File: config.mk
export PLATFORM = sky130hd
export DESIGN_NAME = memcopy_engine
export DESIGN_NICKNAME = d
export VERILOG_FILES = /design/src/rtl/memcopy_engine_pkg.sv /design/src/rtl/memcopy_engine.sv
export SDC_FILE = /design/constraint.sdc
export NUM_CORES = 1
export LEC_CHECK = 0
export CAP_MARGIN = 5
export CORE_MARGIN = 5
export CORE_UTILIZATION = 52
export CTS_CLUSTER_SIZE = 16
export DETAILED_ROUTE_END_ITERATION = 7
export HOLD_SLACK_MARGIN = 0.12
export PLACE_DENSITY = 0.86
export SYNTH_ARGS = -nofsm -noshare
export SYNTH_HDL_FRONTEND = slang
export SYNTH_SLANG_ARGS = --single-unit
File: constraint.sdc
create_clock -name clk -period 3.4 [get_ports clk]
set_clock_uncertainty 0.1 [all_clocks]
set_input_delay 0.51 -clock clk [delete_from_list [all_inputs] [get_ports clk]]
set_output_delay 0.51 -clock clk [all_outputs]
set_load 0.02 [all_outputs]
File: src/rtl/memcopy_engine_pkg.sv
// Shared constants for the memcopy instruction: decoder encodings and the
// execution-unit state type.
package memcopy_engine_pkg;

   localparam logic [6:0] MEMCOPY_OPCODE = 7'b1111111;
   localparam logic [2:0] LS_MEMCOPY     = 3'b111;

   typedef enum logic [2:0] {
      ST_IDLE,
      ST_READ,
      ST_WAIT,
      ST_WRITE,
      ST_DONE
   } state_e;

endpackage : memcopy_engine_pkg

File: src/rtl/memcopy_engine.sv
// Multi-cycle memcopy execution unit: owns the data-memory port while copying
// len words from src to dst, stalling the pipeline until the copy finishes.
module memcopy_engine
   import memcopy_engine_pkg::*;
#(
   parameter int ADDR_WIDTH = 32,
   parameter int DATA_WIDTH = 32,
   parameter int LEN_WIDTH  = 16
) (
   input  logic                  clk,
   input  logic                  rst_n,
   input  logic                  start_i,
   input  logic [ADDR_WIDTH-1:0] src_addr_i,
   input  logic [ADDR_WIDTH-1:0] dst_addr_i,
   input  logic [LEN_WIDTH-1:0]  len_i,
   input  logic [DATA_WIDTH-1:0] mem_rdata_i,
   output logic [ADDR_WIDTH-1:0] mem_addr_o,
   output logic                  mem_rd_en_o,
   output logic                  mem_wr_en_o,
   output logic [DATA_WIDTH-1:0] mem_wdata_o,
   output logic                  busy_o,
   output logic                  stall_o,
   output logic                  done_o
);

   localparam logic [ADDR_WIDTH-1:0] ADDR_STEP = ADDR_WIDTH'(DATA_WIDTH / 8);

   state_e                state_q, state_d;
   logic [ADDR_WIDTH-1:0] src_q, dst_q;
   logic [LEN_WIDTH-1:0]  cnt_q;
   logic [DATA_WIDTH-1:0] data_q;

   // NOTE: state registers use non-blocking assignments so every flop samples
   // the pre-edge values, independent of statement order.
   always_ff @(posedge clk or negedge rst_n) begin
      if (!rst_n) begin
         state_q <= ST_IDLE;
         src_q   <= '0;
         dst_q   <= '0;
         cnt_q   <= '0;
         data_q  <= '0;
      end else begin
         state_q <= state_d;
         case (state_q)
            ST_IDLE: begin
               if (start_i) begin
                  src_q <= src_addr_i;
                  dst_q <= dst_addr_i;
                  cnt_q <= len_i;
               end
            end
            ST_WAIT: data_q <= mem_rdata_i;
            ST_WRITE: begin
               // Address adders wrap modulo 2^ADDR_WIDTH by construction.
               src_q <= src_q + ADDR_STEP;
               dst_q <= dst_q + ADDR_STEP;
               cnt_q <= cnt_q - LEN_WIDTH'(1);
            end
            default: ;
         endcase
      end
   end

   // NOTE: every output and next-state signal gets a default before the case,
   // so no path through this block can infer a latch.
   always_comb begin
      state_d     = state_q;
      mem_addr_o  = '0;
      mem_rd_en_o = 1'b0;
      mem_wr_en_o = 1'b0;
      mem_wdata_o = '0;
      stall_o     = 1'b0;
      done_o      = 1'b0;
      busy_o      = (state_q != ST_IDLE);

      case (state_q)
         ST_IDLE: begin
            // Stall in the accept cycle so EX holds the memcopy instruction.
            stall_o = start_i;
            if (start_i) begin
               state_d = (len_i == '0) ? ST_DONE : ST_READ;
            end
         end
         ST_READ: begin
            mem_addr_o  = src_q;
            mem_rd_en_o = 1'b1;
            stall_o     = 1'b1;
            state_d     = ST_WAIT;
         end
         ST_WAIT: begin
            stall_o = 1'b1;
            state_d = ST_WRITE;
         end
         ST_WRITE: begin
            mem_addr_o  = dst_q;
            mem_wdata_o = data_q;
            mem_wr_en_o = 1'b1;
            stall_o     = 1'b1;
            state_d     = (cnt_q == LEN_WIDTH'(1)) ? ST_DONE : ST_READ;
         end
         ST_DONE: begin
            // Stall drops here so the pipeline retires alongside done_o.
            done_o  = 1'b1;
            state_d = ST_IDLE;
         end
         default: state_d = ST_IDLE;
      endcase
   end

endmodule : memcopy_engine

After elaboration in Yosys (flattened, before gate mapping)
Cells that the tools add are included.
{"block": "totals", "output_inout_bits": 69, "regBits": 115}
{"block": "classes", "addsub": 3, "muxes": 16, "n_eq_ne": 6, "n_reduce_logical": 6}
{"operator": "one-hot mux 32 bit (2 select lines)", "count": 3}
{"operator": "two-way mux 32 bit", "count": 3}
{"operator": "adder 32 x 3 -> 32 bit, second input constant", "count": 2}
{"operator": "one-hot mux 16 bit (2 select lines)", "count": 1}
{"operator": "equality test 16 x 1 -> 1 bit, second input constant", "count": 1}
{"operator": "zero test 16 bit", "count": 1}
{"operator": "two-way mux 16 bit", "count": 1}
{"operator": "subtractor 16 x 1 -> 16 bit, second input constant", "count": 1}
{"operator": "one-hot mux 3 bit (4 select lines)", "count": 1}
{"operator": "two-way mux 3 bit", "count": 3}
{"operator": "equality test 3 x 2 -> 1 bit, second input constant", "count": 2}
{"operator": "equality test 3 x 1 -> 1 bit, second input constant", "count": 1}
{"operator": "equality test 3 bit, second input constant", "count": 1}
{"operator": "zero test 3 bit", "count": 1}
{"operator": "two-way mux 1 bit", "count": 3}
{"operator": "nonzero test 3 bit", "count": 1}
{"operator": "OR reduction 3 bit", "count": 1}
{"operator": "!= test 2 bit, second input constant", "count": 1}
{"operator": "one-hot mux 1 bit (2 select lines)", "count": 1}
{"operator": "AND reduction 2 bit", "count": 1}
{"operator": "nonzero test 2 bit", "count": 1}

Logic depth before layout (Yosys ltp)
{"block": "depth", "ltp_word": 4, "ltp_mapped": 8, "depth_no_buf": 6}

Least setup slack after synthesis
No wires, ideal clock.
{"block": "synth_path", "kind": "reg2out", "from": "register state_q[2]", "to": "output port mem_wdata_o[24]", "stages_incl_launch_ff": 7, "required_ns": 2.790, "path_buffers": 3, "slack_ns": 1.028, "t_arrival_ns": 1.762, "path_cell_list": "dfrtp_1 > nand3b_2 > inv_1 > buf_2 > buf_2 > clkbuf_1 > and2_1"}
{"block": "synth_between", "elab_chain_len": 2}
{"item": "from (decl)", "line_no": "memcopy_engine.sv:28", "rtl": "state_e state_q, state_d;"}
{"item": "from (signal assigned)", "line_no": "memcopy_engine.sv:43", "rtl": "state_q <= state_d;"}
{"item": "equality test 3 x 2 -> 1 bit", "line_no": "memcopy_engine.sv:76", "rtl": "case (state_q)"}
{"item": "two-way mux 32 bit", "line_no": "memcopy_engine.sv:76"}
{"item": "to (decl)", "line_no": "memcopy_engine.sv:20", "rtl": "output logic [DATA_WIDTH-1:0] mem_wdata_o,"}
No other way between the ends.

Final worst setup path
{"block": "layout_path", "from": "register state_q[1]", "to": "output port mem_addr_o[31]"}
{"block": "layout_between", "elab_chain_len": 2, "word_cells_on_any_way": 3, "cone_classes": "eq/ne: 2; mux: 1"}
{"item": "equality test 3 x 2 -> 1 bit or equality test 3 x 1 -> 1 bit (tied branches)", "line_no": "memcopy_engine.sv:76"}
{"item": "one-hot mux 32 bit (2 select lines) (*)", "line_no": "memcopy_engine.sv:76"}
{"item": "to (decl)", "line_no": "memcopy_engine.sv:17", "rtl": "output logic [ADDR_WIDTH-1:0] mem_addr_o,"}
Every way passes the cells marked *; elsewhere a longest branch is shown, timed or not.

==> flow_summary_export.csv <==
group,metric,value,unit
finish,mostFrequentLayoutCell,"clkdlybuf4s50_1",
cts,htree_levels,4,
min_path,hp-class,"flip-flop to flip-flop",
floorplanning,rows,41,
critical_path,rr_worst_depth,8,
global_route,grt_max_degree,66,
floorplanning,die_area,0.0149,sq mm
yosys,synth-edff-count,0,
pwr,power_density,1030,mW/mm^2
yosys,yosys_warnings,0,
job,drv_cap,0,
timing,rsz0062_at_grt,"no",
finish,multi_input_comb_area,0.00340,sq mm
critical_path,path_buf_inv,2,
placed_design,place.gp.congestion,0.907,
global_route,gr-total-overflow,0,
floorplanning,io-pin-count,184,
timing,max_freq,311,MHz
critical_path,path_delay_family,"buffers and inverters",
finish,final_nets,991,
timing,finalSetupTns,0,ns
floorplanning,core,0.0125,sq mm
yosys,syn-cell-area,0.00654,sq mm
min_path,holdPathStages,2,
critical_path,end_kind,"output pin",
yosys,synth-seq-cells,115,
route,wl_per_cell,19.7,microns
critical_path,startpoint_type,"flip-flop",
route,drt-pass1-iter-count,5,
cts,numCtsBuffers,17,
critical_path,worstReg2RegEnd,"cnt_q[8]",
floorplanning,initial_core_util,52.5,%
global_route,grt_pass1_vias,6473,
critical_path,crit_type,"flip-flop to output pin",
global_route,antenna_found_initial,0,
finish,drive_gt1_share,11.1,%
cts,cts_tree,"done",
critical_path,slowest_delay,0.64,ns
timing,layout_setup_ws,0.182,ns
route,drt-total-wl,20.8,mm
run_status,outcome,"completed",
global_route,grt_pass1_wl,32.7,mm
timing,post-route-period-util,94.6,%
route,viasPerCell,6.17,
route,drc,0,
critical_path,worst_ep_required_time,2.79,ns
timing,finalCriticalPeriod,3.22,ns
floorplanning,fp.dieH,122,microns
yosys,syn_avg_cell_area,9.30,sq um
placed_design,post_dp_cell_area,0.00852,sq mm
cts,worstSkewPairLatency,0.42,ns
timing,max_slew_margin,45.7,%
cts,cts_buffer_depth,2,
yosys,ys.flop_type,"dfrtp_1",
cts,clk_pin_slew,0.05,ns
yosys,synth_nets,822,
critical_path,r2r_start,"state_q[2]",
global_route,grt_use_total,28.0,%
yosys,synthDistinctLibCells,67,
finish,register_area,0.00288,sq mm
placed_design,dp_slack,0.661,ns
placed_design,port_buffers,183,
pwr,p_leak,3.57,nW
critical_path,reg2reg_slack,0.62,ns
finish,num_antenna_cells,0,
timing,slew_viol_final,0,
timing,hold_viol_final,0,
finish,mostFrequentLayoutCells,"clkdlybuf4s50_1 (182), dfrtp_1 (115), nand2_1 (79), nor2_1 (65), and2_1 (37)",
timing,worst_slew_pin_slew,0.814,ns
finish,num-fill-cells,898,
finish,syn_to_final_growth,38.9,%
critical_path,slowest_stage,"clkdlybuf4s50_1",
cts,cts_root_buf,"clkbuf_16",
cts,cts.sinks,115,
timing,setup_viol_count_final,0,
critical_path,cp_cell_sequence,"nor2_1 > and2_1 > buf_4 > a22o_1 > clkdlybuf4s50_1",
finish,final_area,0.00908,sq mm
min_path,whs_endpoint,"dst_q[0]",
critical_path,cp_data_arrival_time,2.61,ns
yosys,synth-seq-area-share,44.0,%
pwr,vdd_drop_max,0.567,mV
floorplanning,fp.dieW,122,microns
min_path,hp-start,"dst_q[0]",
placed_design,hpwl,14.7,mm
route,vias,6512,
route,ant_nets,0,
critical_path,crit_fanout,33,
route,drt_iter0_drc,650,
yosys,async_flop_share,100,%
yosys,synth_cells,703,
## logic make-up (layout without fill, tap and decap cells)
group,Yosys count,after routing,share of synthesized area [%]
AND/OR/NAND/NOR,319,319,26.1
multiplexers,33,33,5.66
flip-flops,115,115,44.0
adder cells (fa/ha/maj),4,4,0.765
buffers and inverters,62,242,4.15
AO/OA/AOI/OAI,166,166,18.8
XOR/XNOR,4,4,0.536
## power by group
part / switching, mW / internal [mW]
combinational: 2.60 / 2.23
clock: 0.600 / 1.09
sequential: 0.807 / 2.04
## worst register-to-register path: stages, from the launching register on
cell,delay (ns)
dfrtp_1,0.51
nand3b_2,0.30
inv_2,0.23
buf_4,0.33
buf_4,0.22
nand2_1,0.18
nor3_2,0.39
a21oi_1,0.13
a221o_1,0.27
## metrics by stage
| stage | utilization (%) | std cells | total power, mW | hold WS, ns |
|---|---|---|---|---|
| 2_1_floorplan | - | 703 | 5.64 | 0.114 |
| 3_3_place_gp | 68.3 | 1024 | 7.45 | 0.360 |
| 3_5_place_dp | 68.3 | 1024 | 7.61 | 0.369 |
| 4_1_cts | 72.9 | 1055 | 9.34 | 0.382 |
| 5_1_grt | 72.9 | 1055 | 9.89 | 0.415 |
| 6_report | 72.9 | 1055 | 9.37 | 0.379 |
## sequential cells by signal, indices dropped and copies added (netlist names)
signal,count
cnt_q,16
data_q,32
src_q,32
dst_q,32
state_q,3
## worst max-delay path by stage
stage	startpoint	to	slack, ns	depth (start not counted)
3_5_place_dp	state_q[2]	mem_wdata_o[30]	0.66	5
3_3_place_gp	state_q[1]	mem_addr_o[31]	0.71	5
5_1_grt	state_q[2]	mem_wdata_o[1]	0.06	5
2_1_floorplan	state_q[2]	mem_wdata_o[24]	1.03	6
6_report	state_q[1]	mem_addr_o[31]	0.18	5
4_1_cts	state_q[2]	mem_wdata_o[30]	0.20	5
## layer usage
layer / global-route usage (%) / up-vias / share of wire [%]
li1: - / 2973 / -
met3: 9.80 / 41 / 11
met2: 43.6 / 379 / 46
met1: 35.4 / 3119 / 41
met4: 12.1 / 0 / 2.4
met5: 0 / - / 0
## what timing repair did
item / CTS / global route
hold buffers: 1 / 0
setup endpoints to repair: 0 / 0
resized for setup: 0 / 0
setup buffers: 0 / 0
hold endpoints to repair: 52 / 0
## layout make-up
type | count | area share, %
Multi-Input combinational cell | 526 | 37.5
Sequential cell | 115 | 31.7
Timing Repair Buffer | 197 | 21.7
Clock buffer | 25 | 5.56
Tap cell | 172 | 2.37
Inverter | 15 | 0.620
Clock inverter | 5 | 0.551
## cell usage after synthesis, drive strengths merged (4+ instances only)
cell type	count	area share, %
and3	13	1.2
or3	9	0.96
nand3b	4	0.52
clkbuf	24	1.5
dfrtp	115	44
a211oi	27	3.1
a311oi	15	2.0
a221o	5	0.77
a22o	26	3.5
nand4	18	2.3
and4	10	1.4
nor2	65	3.7
inv	15	0.86
ha	4	0.77
mux2	32	5.5
buf	23	1.8
nand2	80	4.6
o22ai	11	1.1
and2	37	3.5
nor3	36	2.9
o211ai	12	1.5
nand3	19	1.5
o21ai	21	1.6
o311ai	5	0.67
nor4	17	2.2
a21oi	20	1.5
(Power assumes the default switching activity.)
